`src/rtl/audio_sample_scheduler.sv`:
```
// -----------------------------------------------------------------------------
// audio_sample_scheduler
//
// Buffers signed audio samples from a source in a small FIFO and issues one
// sample to the output device every DIVIDER clock cycles. Playback begins only
// after PREFILL samples are buffered. If the FIFO is empty when a sample is due
// (underrun), silence (0) is issued, the underrun counter increments and the
// scheduler goes back to prefilling. Dropping enable returns to IDLE and
// discards all buffered samples.
//
// Parameters
//   DIVIDER  clock cycles per output sample period (2..65535)
//   DEPTH    FIFO depth in entries (power of two, 2..16)
//   PREFILL  occupancy needed before playback starts (1..DEPTH)
//
// Ports
//   clock           rising-edge clock
//   reset_n         asynchronous active-low reset
//   enable          playback enable
//   src_valid       source offers a sample on src_data
//   src_data        signed 32-bit sample from the source
//   src_ready       combinational: sample accepted this cycle
//   audio           registered signed sample for the output device
//   sample_tick     one-cycle pulse when audio carries a newly issued sample
//   state           0 IDLE, 1 FILL, 2 RUN
//   underrun_count  saturating count of underrun events
// -----------------------------------------------------------------------------
module audio_sample_scheduler #(
    parameter int DIVIDER = 256,
    parameter int DEPTH   = 4,
    parameter int PREFILL = 2
) (
    input  logic               clock,
    input  logic               reset_n,
    input  logic               enable,
    input  logic               src_valid,
    input  logic signed [31:0] src_data,
    output logic               src_ready,
    output logic signed [31:0] audio,
    output logic               sample_tick,
    output logic [1:0]         state,
    output logic [15:0]        underrun_count
);

    localparam int PTR_W = $clog2(DEPTH);
    localparam int OCC_W = PTR_W + 1;

    typedef enum logic [1:0] {
        S_IDLE = 2'd0,
        S_FILL = 2'd1,
        S_RUN  = 2'd2
    } state_t;

    state_t             state_q, state_d;
    logic [15:0]        cnt_q, cnt_d;
    logic [PTR_W-1:0]   wr_ptr_q, wr_ptr_d;
    logic [PTR_W-1:0]   rd_ptr_q, rd_ptr_d;
    logic [OCC_W-1:0]   occ_q, occ_d;
    logic signed [31:0] audio_q, audio_d;
    logic               tick_q, tick_d;
    logic [15:0]        underrun_q, underrun_d;

    logic signed [31:0] mem [DEPTH];

    logic push;
    logic wrap;
    logic pop;

    // No bypass: a full FIFO refuses data even on a cycle where it pops.
    assign src_ready = enable && (state_q != S_IDLE) && (occ_q != OCC_W'(DEPTH));
    assign push      = src_valid && src_ready;

    // A wrap while enable is low is suppressed: the disable takes priority.
    assign wrap = enable && (state_q == S_RUN) && (cnt_q == 16'(DIVIDER - 1));
    // Pop uses the pre-edge occupancy, so a sample pushed on an underrun edge
    // cannot satisfy that same edge.
    assign pop  = wrap && (occ_q != '0);

    always_comb begin
        // NOTE: every variable gets a default here so no path can infer a latch.
        state_d    = state_q;
        cnt_d      = cnt_q;
        wr_ptr_d   = wr_ptr_q;
        rd_ptr_d   = rd_ptr_q;
        occ_d      = occ_q;
        audio_d    = audio_q;
        tick_d     = 1'b0;
        underrun_d = underrun_q;

        if (!enable) begin
            state_d  = S_IDLE;
            cnt_d    = '0;
            wr_ptr_d = '0;
            rd_ptr_d = '0;
            occ_d    = '0;
        end else begin
            unique case (state_q)
                S_IDLE: begin
                    state_d  = S_FILL;
                    cnt_d    = '0;
                    wr_ptr_d = '0;
                    rd_ptr_d = '0;
                    occ_d    = '0;
                end
                S_FILL: begin
                    cnt_d = '0;
                    if (occ_q >= OCC_W'(PREFILL)) begin
                        state_d = S_RUN;
                    end
                end
                S_RUN: begin
                    if (wrap) begin
                        cnt_d  = '0;
                        tick_d = 1'b1;
                        if (pop) begin
                            audio_d = mem[rd_ptr_q];
                        end else begin
                            audio_d = '0;
                            state_d = S_FILL;
                            if (underrun_q != 16'hFFFF) begin
                                underrun_d = underrun_q + 16'd1;
                            end
                        end
                    end else begin
                        cnt_d = cnt_q + 16'd1;
                    end
                end
                default: begin
                    state_d = S_IDLE;
                end
            endcase

            // Pointers wrap naturally because DEPTH is a power of two.
            if (push) begin
                wr_ptr_d = wr_ptr_q + 1'b1;
            end
            if (pop) begin
                rd_ptr_d = rd_ptr_q + 1'b1;
            end
            unique case ({push, pop})
                2'b10:   occ_d = occ_q + 1'b1;
                2'b01:   occ_d = occ_q - 1'b1;
                default: occ_d = occ_q;
            endcase
        end
    end

    always_ff @(posedge clock or negedge reset_n) begin
        if (!reset_n) begin
            state_q    <= S_IDLE;
            cnt_q      <= '0;
            wr_ptr_q   <= '0;
            rd_ptr_q   <= '0;
            occ_q      <= '0;
            audio_q    <= '0;
            tick_q     <= 1'b0;
            underrun_q <= '0;
        end else begin
            state_q    <= state_d;
            cnt_q      <= cnt_d;
            wr_ptr_q   <= wr_ptr_d;
            rd_ptr_q   <= rd_ptr_d;
            occ_q      <= occ_d;
            audio_q    <= audio_d;
            tick_q     <= tick_d;
            underrun_q <= underrun_d;
        end
    end

    // NOTE: the sample storage is deliberately not reset; emptiness is defined
    // by the pointers and occupancy, so stale contents are never read.
    always_ff @(posedge clock) begin
        if (push) begin
            mem[wr_ptr_q] <= src_data;
        end
    end

    assign audio          = audio_q;
    assign sample_tick    = tick_q;
    assign state          = state_q;
    assign underrun_count = underrun_q;

endmodule

```
`config.mk`:
```
export PLATFORM = sky130hd
export DESIGN_NAME = audio_sample_scheduler
export DESIGN_NICKNAME = d
export VERILOG_FILES = /design/src/rtl/audio_sample_scheduler.sv
export SDC_FILE = /design/constraint.sdc
export NUM_CORES = 1
export LEC_CHECK = 0
export CAP_MARGIN = 10
export CORE_UTILIZATION = 56
export DETAILED_ROUTE_END_ITERATION = 6
export HOLD_SLACK_MARGIN = 0.08
export PLACE_DENSITY = 0.79
export SETUP_SLACK_MARGIN = 0.5
export SLEW_MARGIN = 5
export SYNTH_ARGS = -nofsm -noshare
export SYNTH_HDL_FRONTEND = slang
export SYNTH_SLANG_ARGS = --single-unit
```
`constraint.sdc`:
```
create_clock -name clock -period 3.46 [get_ports clock]
set_input_delay 0.692 -clock clock [delete_from_list [all_inputs] [get_ports clock]]
set_output_delay 0.692 -clock clock [all_outputs]
set_load 0.005 [all_outputs]
```
Word level (Yosys, flattened, before mapping)

Memories as Yosys holds them, arrays and structs flattened.
Index checks and enable logic that the tools add are counted.
W data, S select, Z words.

Logic and storage cells: 65
Input bits: 36
Register bits: 74
Memories kept: 1
RAM bits: 128

Memory list:

| memory | depth | bits a word | read ports | clocked after memory_dff | wr ports | line | RTL |
|---|---|---|---|---|---|---|---|
| mem    | 4     | 32          | 1          | 0                        | 1        | 63   | `logic signed [31:0] mem [DEPTH];` |

Bitwise gates (word level): 1
Order comparisons: 1
$add $sub $neg: 6
Eq/ne operators: 14
Reduce and logical (&&, ||, !) cells: 13
Multiplexer cells: 21

Operators by type and width:

| kind                    | number |
|---|---|
| $add A16 B1 Y16 const B | 2 |
| $mux W16                | 2 |
| $mux W32                | 1 |
| $pmux W16 S2            | 1 |
| $mux W2                 | 9 |
| $eq A16 B8 Y1 const B   | 1 |
| $ne A16 B16 Y1 const B  | 1 |
| $ne A3 B3 Y1 const B    | 4 |
| $ne A3 B1 Y1 const B    | 3 |
| $logic_and A1 B1 Y1     | 6 |
| $pmux W2 S3             | 1 |
| $pmux W3 S2             | 1 |
| $reduce_and A3 Y1       | 2 |
| $mux W1                 | 5 |
| $reduce_and A5 Y1       | 1 |
| $add A2 B1 Y2 const B   | 2 |
| $eq A2 B1 Y1 const B    | 2 |
| $eq A2 B2 Y1 const B    | 2 |
| $add A3 B1 Y3 const B   | 1 |
| $ge A3 B2 Y1 const B    | 1 |
| $mux W3                 | 1 |
| $ne A3 B2 Y1 const B    | 1 |
| $reduce_bool A3 Y1      | 1 |
| $sub A3 B1 Y3 const B   | 1 |
| 4 further kinds         | 4 |

Logic depth before layout (Yosys ltp)

Depth in word-level cells: 8
Gate-level depth with buffers: 10
Gate-level depth less buffers: 10

Worst setup path after synthesis

OpenSTA, ideal clock, no wires.

Path kind: in2reg
From: input port enable
To: register occ_q[2]
Arrival: 2634 ps
Stages: 9
Slack: 755 ps
Buffers on the path: 1
Cells stage by stage: o21ai_0 > nor3b_1 > clkbuf_1 > nor2_1 > fa_1 > nor4_1 > nand3b_1 > or3b_2 > nand4_1

Cells in the longest elaborated chain, start to end: 6

Ends and longest elaborated chain:

| what                                                 | line   | RTL |
|---|---|---|
| start: declaration                                   | 35     | `input logic enable,` |
| $logic_and A1 B1 Y1 (on tied branches) (2 in series) | 74, 70 |  |
| $logic_and A1 B1 Y1 (on tied branches)               | 77, 71 |  |
| $eq A2 B1 Y1 / $eq A2 B2 Y1 (equally long branches)  | 140    | `unique case ({push, pop})` |
| $pmux W3 S2                                          | 140    |  |
| $mux W3                                              | 90     | `if (!enable) begin` |
| end signal: assignment                               | 154    | `occ_q <= '0;` |
| end signal: assignment                               | 163    | `occ_q <= occ_d;` |
| end: declaration                                     | 58     | `logic [OCC_W-1:0] occ_q, occ_d;` |

Several ways; a longest one is shown, not always the timed one.
A chain may end at the register's enable or synchronous reset.

Worst setup path after layout

Ends and elaborated chain as after synthesis.

==> impl_metrics.py <==
metrics = {
    "outcome": {
        "status": "finished clean",
    },
    "drt": {
        "remaining_drc_errors": 0,
        "ant_nets": 0,
        "route.final.wire_length_um": 16060,
        "avgRoutedWirePerCell_um": 19.35,
        "drt_via_density": 5.831,
        "dr.first_iter.drc_count": 344,
        "firstDrtPassIters": 5,
        "total_number_of_vias": 4840,
    },
    "logic_synthesis": {
        "synth-simple-area-share_pct": 11.00,
        "postSynth.topFlopCell": "edfxtp_1",
        "seq_area_frac_synth_pct": 69.85,
        "synth_top_area_share_pct": 47.14,
        "synthDominantAreaCellType": "edfxtp_1",
        "post_synth_num_cell_types": 48,
        "synth.area.mux_share_pct": 9.621,
        "postSynthAreaPerCell_sq_um": 15.16,
        "synth-compound-area-share_pct": 3.606,
        "postSynthCellCount": 538,
        "yosysMostFrequentCell": "edfxtp_1",
        "synth_seq_cells": 202,
        "synth_enable_flop_cells": 128,
        "synthesis.area_sq_um": 8154,
        "postSynthNetCount": 581,
        "synth_top_family_by_area": "simple AND/OR/NAND/NOR gates",
        "postSynth.asyncResetShare_pct": 36.63,
        "synth_common_cells": "edfxtp_1 (128), nand2_1 (79), dfrtp_1 (74)",
        "arithmetic_cell_share_of_the_synthesized_area_counting_full_adders_half_adders_and_majority_gates_pct": 1.166,
        "synth-warning-count": 0,
        "netlist_top_cells_area": "edfxtp_1 (47%), dfrtp_1 (23%), mux4_2 (8.8%)",
        "synthXorXnorAreaFrac_pct": 2.685,
    },
    "layout": {
        "diodes": 0,
        "layout_overhead_on_the_synthesized_area_pct": 21.84,
        "num-nets-final": 680,
        "final_util_pct": 70.75,
        "final_layout_size_suffix_gt1_share_pct": 14.62,
        "layout.filler_cells": 882,
        "ff_latch_area_sq_um": 5698,
        "multi_input_comb_area_sq_um": 2297,
    },
    "clock_tree": {
        "ctsResizeCount": 0,
        "cts_root_buffer": "clkbuf_16",
        "cts.sink_count": 202,
        "clkTransAtPathRegs_ns": 0.06,
        "cts_tree": "done",
        "cts_max_level": 1,
        "worstSkewPairLatency_ns": 0.48,
        "hold_buffers": 0,
        "number_of_setup_buffers_added_after_cts": 0,
        "cts-root-to-sink-buffers": 3,
        "numCtsBuffers": 21,
    },
    "setup_path": {
        "ff2ff_setup_slack_ns": 0.78,
        "crit_chain": "clkdlybuf4s50_1, o21ai_0, nor3b_1, nor2_1, fa_1, nor4_1, nand3b_1, or3b_2, nand4_1",
        "worst-path-max-fanout": 3,
        "worst_setup_path_start_kind": "input port",
        "critPathMaxStageDelay_ns": 0.49,
        "crit_path_top_delay_cell": "clkdlybuf4s50_1",
        "worstSetupEndpointType": "register",
        "setup.worst_path.class": "in2reg",
        "startpoint": "enable",
        "critPathRequiredTime_ns": 3.87,
        "reg2regPathDepth": 8,
        "timing.rr.start": "state[0]$_DFFE_PN0P_",
        "critical_path_data_arrival_time_ns": 3.15,
        "critPathCapture": "occ_q[2]$_DFFE_PN0P_",
        "crit-reg2reg-capture": "occ_q[2]$_DFFE_PN0P_",
    },
    "placed_design": {
        "routabilityCongestion": 0.8401,
        "detailed_place_hpwl_um": 9754,
        "port-buffer-count": 87,
    },
    "floorplan": {
        "die_y_um": 122.7,
        "floorplan.die_area_sq_um": 15050,
        "ios": 88,
        "initial_core_util_pct": 58.07,
        "fp-row-count": 43,
        "core_region_area_sq_um": 14040,
        "fp.dieW_um": 122.7,
    },
    "global_route": {
        "vias_in_the_first_global_route": 5161,
        "grt_overflow_total": 0,
        "globalRouteTotalUtil_pct": 22.88,
        "grt_pass1_wl_um": 26230,
        "antenna_found_initial": 0,
        "grt_max_degree": 75,
    },
    "hold_path": {
        "hold_path_class": "in2async",
    },
    "timing": {
        "worst-slew-pin-transition_ns": 0.9892,
        "hold_viol_final": 0,
        "timing.setup.tns_ns": 0,
        "fmaxAchievable_mhz": 364.4,
        "post-route-period-util_pct": 79.32,
        "slew_headroom_pct": 34.05,
        "setup_viol_count_final": 0,
        "period_needed_ns": 2.744,
        "timing.clock.skew_ns": 0.008050,
        "maxSlewViolCount": 0,
        "rsz0062_at_grt": "no",
    },
    "pwr": {
        "power.density_cell_area_nw_per_um2": 518.8,
        "p_leak_uw": 0.003601,
        "vdd_ir_drop_max_mv": 0.4104,
    },
    "job": {
        "maxCapViolations": 0,
    },
}
power breakdown:
part | switching [uW] | internal [uW] | leakage [uW] | total (uW)
clock | 855 | 1430 | 0.000341 | 2290
combinational | 138 | 90.3 | 0.00108 | 229
sequential | 22.8 | 2620 | 0.00218 | 2640
total | 1020 | 4140 | 0.00360 | 5150
how the worst min path moves through the flow:
| stage | slack, ns | cells past startpoint | to | start |
|---|---|---|---|---|
| floorplan | 0.40 | 0 | audio[0]$_DFFE_PN0P_ | reset_n |
| global placement | 0.46 | 2 | audio[31]$_DFFE_PN0P_ | audio[31]$_DFFE_PN0P_ |
| detailed placement | 0.47 | 2 | audio[7]$_DFFE_PN0P_ | audio[7]$_DFFE_PN0P_ |
| CTS | 0.41 | 1 | underrun_count[11]$_DFFE_PN0P_ | reset_n |
| global route | 0.45 | 1 | underrun_count[15]$_DFFE_PN0P_ | reset_n |
| finish | 0.39 | 1 | underrun_count[15]$_DFFE_PN0P_ | reset_n |
critical path, delay by kind of cell:
family | cells | cell delay (ns)
buffers and inverters | 1 | 0.49
and+or+nand+nor | 6 | 1.38
AOI/OAI and AO/OA | 1 | 0.18
adders and majority gates | 1 | 0.42
cells in the final DEF (no fill, tap or decap), drive strengths merged, types with 6 or more instances in the layout:
master and instances:
nor2 28, buf 16, nor3 6, edfxtp 128
and3 9, dfrtp 74, ha 6, nand3 16
mux4 32, xnor2 10, nand2 79, nand4 13
o21ai 37, inv 9, clkdlybuf4s50 86, clkbuf 28
xor2 15
registers in the layout, indices dropped and copies added, names as in the netlist:
register / count
audio: 32
occ_q: 3
mem: 128
cnt_q: 16
sample_tick: 1
state: 2
underrun_count: 16
wr_ptr_q: 2
rd_ptr_q: 2
area by class of cell:
class | count | share of cell area, %
Clock inverter | 8 | 1.385
Clock buffer | 28 | 5.655
Timing Repair Buffer | 102 | 9.874
Multi-Input combinational cell | 301 | 23.12
Inverter | 9 | 0.3401
Tap cell | 180 | 2.267
Sequential cell | 202 | 57.36
stage by stage:
step	hold slack (ns)	total power, uW	setup WS, ns	instances	area, sq um
2_1_floorplan	0.3964	2793	0.7549	538	8154
3_3_place_gp	0.4626	2903	0.4229	791	9213
3_5_place_dp	0.4693	2916	0.2541	791	9213
4_1_cts	0.4127	5202	0.6186	827	9912
5_1_grt	0.4514	5324	0.5968	830	9935
6_report	0.3860	5154	0.7156	830	9935
per-layer routing:
layer / up-vias / wire length, um / track usage [%]
li1: 2188 / - / -
met1: 2456 / 6475 / 28.96
met2: 168 / 8270 / 39.68
met3: 28 / 1010 / 4.879
met4: 0 / 307 / 6.784
met5: - / 0 / 0
cells by family after synthesis:
logic type,count (synthesis)
simple gates,180
flops,202
xor+xnor,25
fa+ha+maj,7
mux,38
buf+inv,35
compound gates,51
Power figures use the tool's default switching activity.
